`config.mk`:
```
export PLATFORM = sky130hd
export DESIGN_NAME = irq_sequencer
export DESIGN_NICKNAME = d
export VERILOG_FILES = /design/src/rtl/irq_pkg.sv /design/src/rtl/irq_prio_pick.sv /design/src/rtl/irq_sequencer.sv
export SDC_FILE = /design/constraint.sdc
export NUM_CORES = 1
export LEC_CHECK = 0
export CAP_MARGIN = 20
export CORE_MARGIN = 5
export CORE_UTILIZATION = 40
export CTS_CLUSTER_SIZE = 40
export DETAILED_ROUTE_END_ITERATION = 16
export PLACE_DENSITY = 0.72
export SYNTH_ARGS = -nofsm -noshare
export SYNTH_HDL_FRONTEND = slang
export SYNTH_SLANG_ARGS = --single-unit
export TNS_END_PERCENT = 1
```
`constraint.sdc`:
```
create_clock -name i_clk -period 2.1 [get_ports i_clk]
set_clock_uncertainty 0.2 [all_clocks]
set_input_delay 0.21 -clock i_clk [delete_from_list [all_inputs] [get_ports i_clk]]
set_output_delay 0.21 -clock i_clk [all_outputs]
set_load 0.01 [all_outputs]
```
`src/rtl/irq_pkg.sv`:
```
// irq_pkg: shared register offsets, FSM encoding and STATUS layout for irq_sequencer
package irq_pkg;
  localparam logic [15:0] REG_PENDING = 16'd0;
  localparam logic [15:0] REG_ENABLE  = 16'd1;
  localparam logic [15:0] REG_STATUS  = 16'd2;
  localparam logic [15:0] REG_EOI     = 16'd3;
  localparam int STAT_INSVC = 15;
  localparam int STAT_REQ   = 14;
  typedef enum logic [1:0] {IDLE = 2'd0, REQ = 2'd1, SERVICE = 2'd2} state_e;
endpackage

```
`src/rtl/irq_prio_pick.sv`:
```
// irq_prio_pick: combinational 16-line fixed or rotating priority picker
module irq_prio_pick #(
  parameter bit ROTATE = 1'b0
) (
  input  logic [15:0] i_cand,
  input  logic [3:0]  i_start,
  output logic        o_valid,
  output logic [3:0]  o_index
);
  logic [3:0] base, j;
  assign base = ROTATE ? i_start : 4'd0;
  assign o_valid = |i_cand;
  // scan from farthest to nearest offset so the nearest set line is assigned last
  always_comb begin
    o_index = 4'd0;
    j = 4'd0;
    for (int k = 15; k >= 0; k--) begin
      j = base + 4'(k);
      if (i_cand[j]) o_index = j;
    end
  end
endmodule

```
`src/rtl/irq_sequencer.sv`:
```
// irq_sequencer: memory-mapped interrupt scheduler with ack/service/EOI handshake
module irq_sequencer
  import irq_pkg::*;
#(
  parameter logic [15:0] BASE_ADDR = 16'h0420,
  parameter bit          ROTATE    = 1'b0
) (
  input  logic        i_clk,
  input  logic        i_rst,
  input  logic        i_we,
  input  logic [15:0] i_addr,
  input  logic [15:0] i_data,
  output logic [15:0] o_data,
  input  logic [15:0] i_lines,
  input  logic        i_ack,
  output logic        o_int,
  output logic [3:0]  o_vector
);
  logic [15:0] pending_q, pending_d, enable_q, enable_d, prev_q, data_q, data_d;
  logic [15:0] cand, clr, status;
  logic [3:0]  vec_q, vec_d, last_q, last_d, win;
  logic        win_valid, wr_pend, wr_en, wr_eoi;
  state_e      state_q, state_d;
  assign wr_pend = i_we && i_addr == BASE_ADDR + REG_PENDING;
  assign wr_en   = i_we && i_addr == BASE_ADDR + REG_ENABLE;
  assign wr_eoi  = i_we && i_addr == BASE_ADDR + REG_EOI;
  assign cand    = pending_q & enable_q;
  assign status  = {state_q == SERVICE, state_q == REQ, 10'd0, vec_q};
  irq_prio_pick #(.ROTATE(ROTATE)) u_pick (
    .i_cand (cand),
    .i_start(last_q + 4'd1),
    .o_valid(win_valid),
    .o_index(win)
  );
  // register file: edge capture into pending (set beats clear), enable, registered read mux
  always_comb begin
    clr = (wr_pend ? i_data : 16'd0) | ((state_q == REQ && i_ack) ? 16'd1 << vec_q : 16'd0);
    pending_d = (pending_q & ~clr) | (i_lines & ~prev_q);
    enable_d = wr_en ? i_data : enable_q;
    data_d = i_addr == BASE_ADDR + REG_PENDING ? pending_q :
             i_addr == BASE_ADDR + REG_ENABLE  ? enable_q  :
             i_addr == BASE_ADDR + REG_STATUS  ? status    : 16'd0;
  end
  // handshake FSM: vector is latched on request and cleared whenever we fall back to IDLE
  always_comb begin
    state_d = state_q;
    vec_d = vec_q;
    last_d = last_q;
    case (state_q)
      IDLE: if (win_valid) begin
        state_d = REQ;
        vec_d = win;
      end
      REQ: if (i_ack) state_d = SERVICE;
        else if (!cand[vec_q]) begin
          state_d = IDLE;
          vec_d = 4'd0;
        end
      SERVICE: if (wr_eoi) begin
        state_d = IDLE;
        last_d = vec_q;
        vec_d = 4'd0;
      end
      default: begin
        state_d = IDLE;
        vec_d = 4'd0;
      end
    endcase
  end
  // state registers
  always_ff @(posedge i_clk) begin
    if (i_rst) begin
      pending_q <= '0;
      enable_q <= '0;
      prev_q <= '0;
      data_q <= '0;
      vec_q <= '0;
      last_q <= '0;
      state_q <= IDLE;
    end else begin
      pending_q <= pending_d;
      enable_q <= enable_d;
      prev_q <= i_lines;
      data_q <= data_d;
      vec_q <= vec_d;
      last_q <= last_d;
      state_q <= state_d;
    end
  end
  assign o_data = data_q;
  assign o_int = state_q == REQ;
  assign o_vector = vec_q;
endmodule

```
==> flow_metrics.tcl <==
set metrics [dict create \
    outcome "complete, no violations" \
    worst_slew_pin_slew_ns 0.414 \
    multi_input_area_mm2 0.00150 \
    reg2reg_depth 8 \
    place_inst 551 \
    die_width_um 97.0 \
    antenna_left 0 \
    io_buffers 72 \
    power_density_mw_per_mm2 611 \
    path_max_fanout 4 \
    antenna_found_initial 0 \
    clockBufferDepth 2 \
    rows 31 \
    fin_crit_ns 2.04 \
    finalWeightedCongestion 0.943 \
    rr_startpoint "pending_q[10]" \
    cts_tree "done" \
    dr.pass1.iters 7 \
    min_path_type "flip-flop to flip-flop" \
    clock_sinks 70 \
    r2r_slack_ns 0.06 \
    yosys.area_share.simple_pct 18.4 \
    hold-path-endpoint "pending_q[14]" \
    required_ns 2.18 \
    synth_cell_types 48 \
    hpwl_mm 7.11 \
    muxShareOfSynthArea_pct 6.78 \
    ys_top_cells_by_area "dfxtp_1 46%, mux2i_1 5.3%, nand2_1 5.2%" \
    stdcell_count 567 \
    post-route-period-util_pct 97.3 \
    drive_above_1_share_pct 22.4 \
    synthAdderAreaFrac_pct 0 \
    yosysTopAreaCell "dfxtp_1" \
    grt_overflow_total 0 \
    fin_area_mm2 0.00457 \
    initialDrtViolationCount 242 \
    fin_setup_tns_ns 0 \
    synth-edff-count 0 \
    fp.coreArea_mm2 0.00733 \
    fmax_ghz 0.489 \
    hold_path_depth 1 \
    fin_nets 515 \
    wire_per_inst_um 17.0 \
    cts-root-buf "clkbuf_8" \
    antenna_cells 0 \
    drv_slew 0 \
    grt_max_degree 29 \
    synth_top_family_by_area "compound AO/OA/AOI/OAI gates" \
    yosysWarnings 0 \
    setup_violations 0 \
    num-fill-cells 605 \
    place_area_mm2 0.00431 \
    ctsHtreeMaxLevel 3 \
    syn-instance-count 328 \
    clock_latency_ns 0.35 \
    yosysSeqAreaShare_pct 46.3 \
    whs_ns 0.197 \
    cts_made_buffers 9 \
    start_util_pct 41.3 \
    dieArea_mm2 0.00941 \
    grt_use_total_pct 20.4 \
    grt_pass1_vias 3091 \
    hold_viol 0 \
    num_vias 3100 \
    cp-start-kind "flip-flop" \
    r2r_end "o_vector[0]" \
    peakVddDrop_mv 0.437 \
    fin_util_pct 62.3 \
    vias_per_cell 5.47 \
    totalWireLength_mm 9.62 \
    cap_violations 0 \
    die_height_um 97.0 \
    hp-start "prev_q[14]" \
    synth_top_area_share_pct 46.3 \
    pre_cts_ws_ns -0.263 \
    grt_pass1_wl_mm 15.5 \
    path_clk_slew_ns 0.07 \
    async_flop_share_pct 0 \
    synth-main-ff-cell "dfxtp_1" \
    synth_fp_nets 380 \
    total_power_mw 2.79 \
    synth_compound_area_share_pct 23.1 \
    max_slew_margin_pct 72.1 \
    critical_path_class "flip-flop to flip-flop" \
    ff_latch_area_mm2 0.00141 \
    ys_seq_elements 70 \
    syn_to_final_growth_pct 51.0 \
    cp-end-kind "flip-flop" \
    syn_area_mm2 0.00303 \
    ios 73 \
    crit_arrival_ns 2.12 \
    drc 0 \
    leakage_nw 1.98 \
    postSynthAreaPerCell_um2 9.23 \
    synth_xor_area_share_pct 0 \
    setup_ws_ns 0.0562 \
]
==> cells by family after synthesis <==
group	Yosys count
AO/OA/AOI/OAI	94
buffers and inverters	36
flip-flops	70
multiplexers	18
AND/OR/NAND/NOR	110
==> what timing repair did <==
action	in CTS	in global routing
hold buffers	0	0
resized for setup	2	13
buffers inserted	0	0
pin swaps	1	3
endpoints found under the setup margin	5	36
==> how the worst max path moves through the flow <==
stage	startpoint	end	slack (ns)
final	pending_q[10]	o_vector[0]	0.06
after global routing	enable_q[10]	o_vector[2]	-0.06
after CTS	pending_q[14]	o_vector[0]	0.007
after detailed placement	i_addr[15]	o_data[6]	-0.26
after global placement	i_addr[15]	pending_q[0]	-0.18
after floorplan	o_vector[3]	o_vector[2]	0.02
==> worst max-delay path, cell delays in order (launching register included) <==
cell and delay [ns]:
dfxtp_2 0.33, buf_4 0.14, a22oi_1 0.21, nand4_1 0.27, nor4_2 0.33, nand2b_1 0.15
a21oi_1 0.06, buf_4 0.16, o21ai_1 0.14
==> cell usage in the layout (no fill, tap or decap), types with 5 or more instances in the layout <==
master / n
clkdlybuf4s50_1: 72
buf_4: 64
dfxtp_1: 62
nand2_1: 41
nor2_1: 28
inv_1: 21
o21ai_1: 18
a21o_1: 16
mux2i_1: 16
o211ai_1: 13
a22o_1: 11
clkbuf_8: 11
nand3_1: 10
dfxtp_2: 8
a222oi_1: 6
nand4_1: 5
==> state kept, by name, indices dropped and copies added, names as in the netlist <==
register   count
enable_q      16
o_data        16
pending_q     16
prev_q        16
o_vector       4
state_q        2
==> cell type report <==
class / instances / share of cell area [%]
multi-input cells: 222 / 32.9
clock inverters: 5 / 1.26
clock buffers: 11 / 3.31
well taps: 99 / 2.71
repair buffers: 138 / 27.2
flip-flops and latches: 70 / 30.9
inverters: 22 / 1.81
==> per-layer routing <==
layer / track usage (%) / vias to the layer above / wire, um
met2: 32.2 / 157 / 4470
met5: 0 / - / 0
met3: 6.83 / 21 / 831
met4: 8.42 / 0 / 259
met1: 25.5 / 1445 / 4070
li1: - / 1477 / -
==> power breakdown <==
part           internal (mW)  leakage, nW  total, mW  switching [mW]
clock                  0.610       0.0976       1.12           0.513
combinational          0.160         1.31      0.264           0.103
sequential              1.38        0.576       1.41          0.0308
==> Yosys cell counts, types with 4 or more instances <==
master    instances
dfxtp_1          70
nand2_1          42
nand4_1           5
nor2_1           28
clkbuf_1          9
a222oi_1          6
mux2i_1          16
a22oi_1           5
o21ai_1          18
o311ai_0          4
nand3_1          10
a22o_1           11
inv_1            21
a21o_1           16
a21oi_1           4
o211ai_1         13
Power figures use the tool's default switching activity.
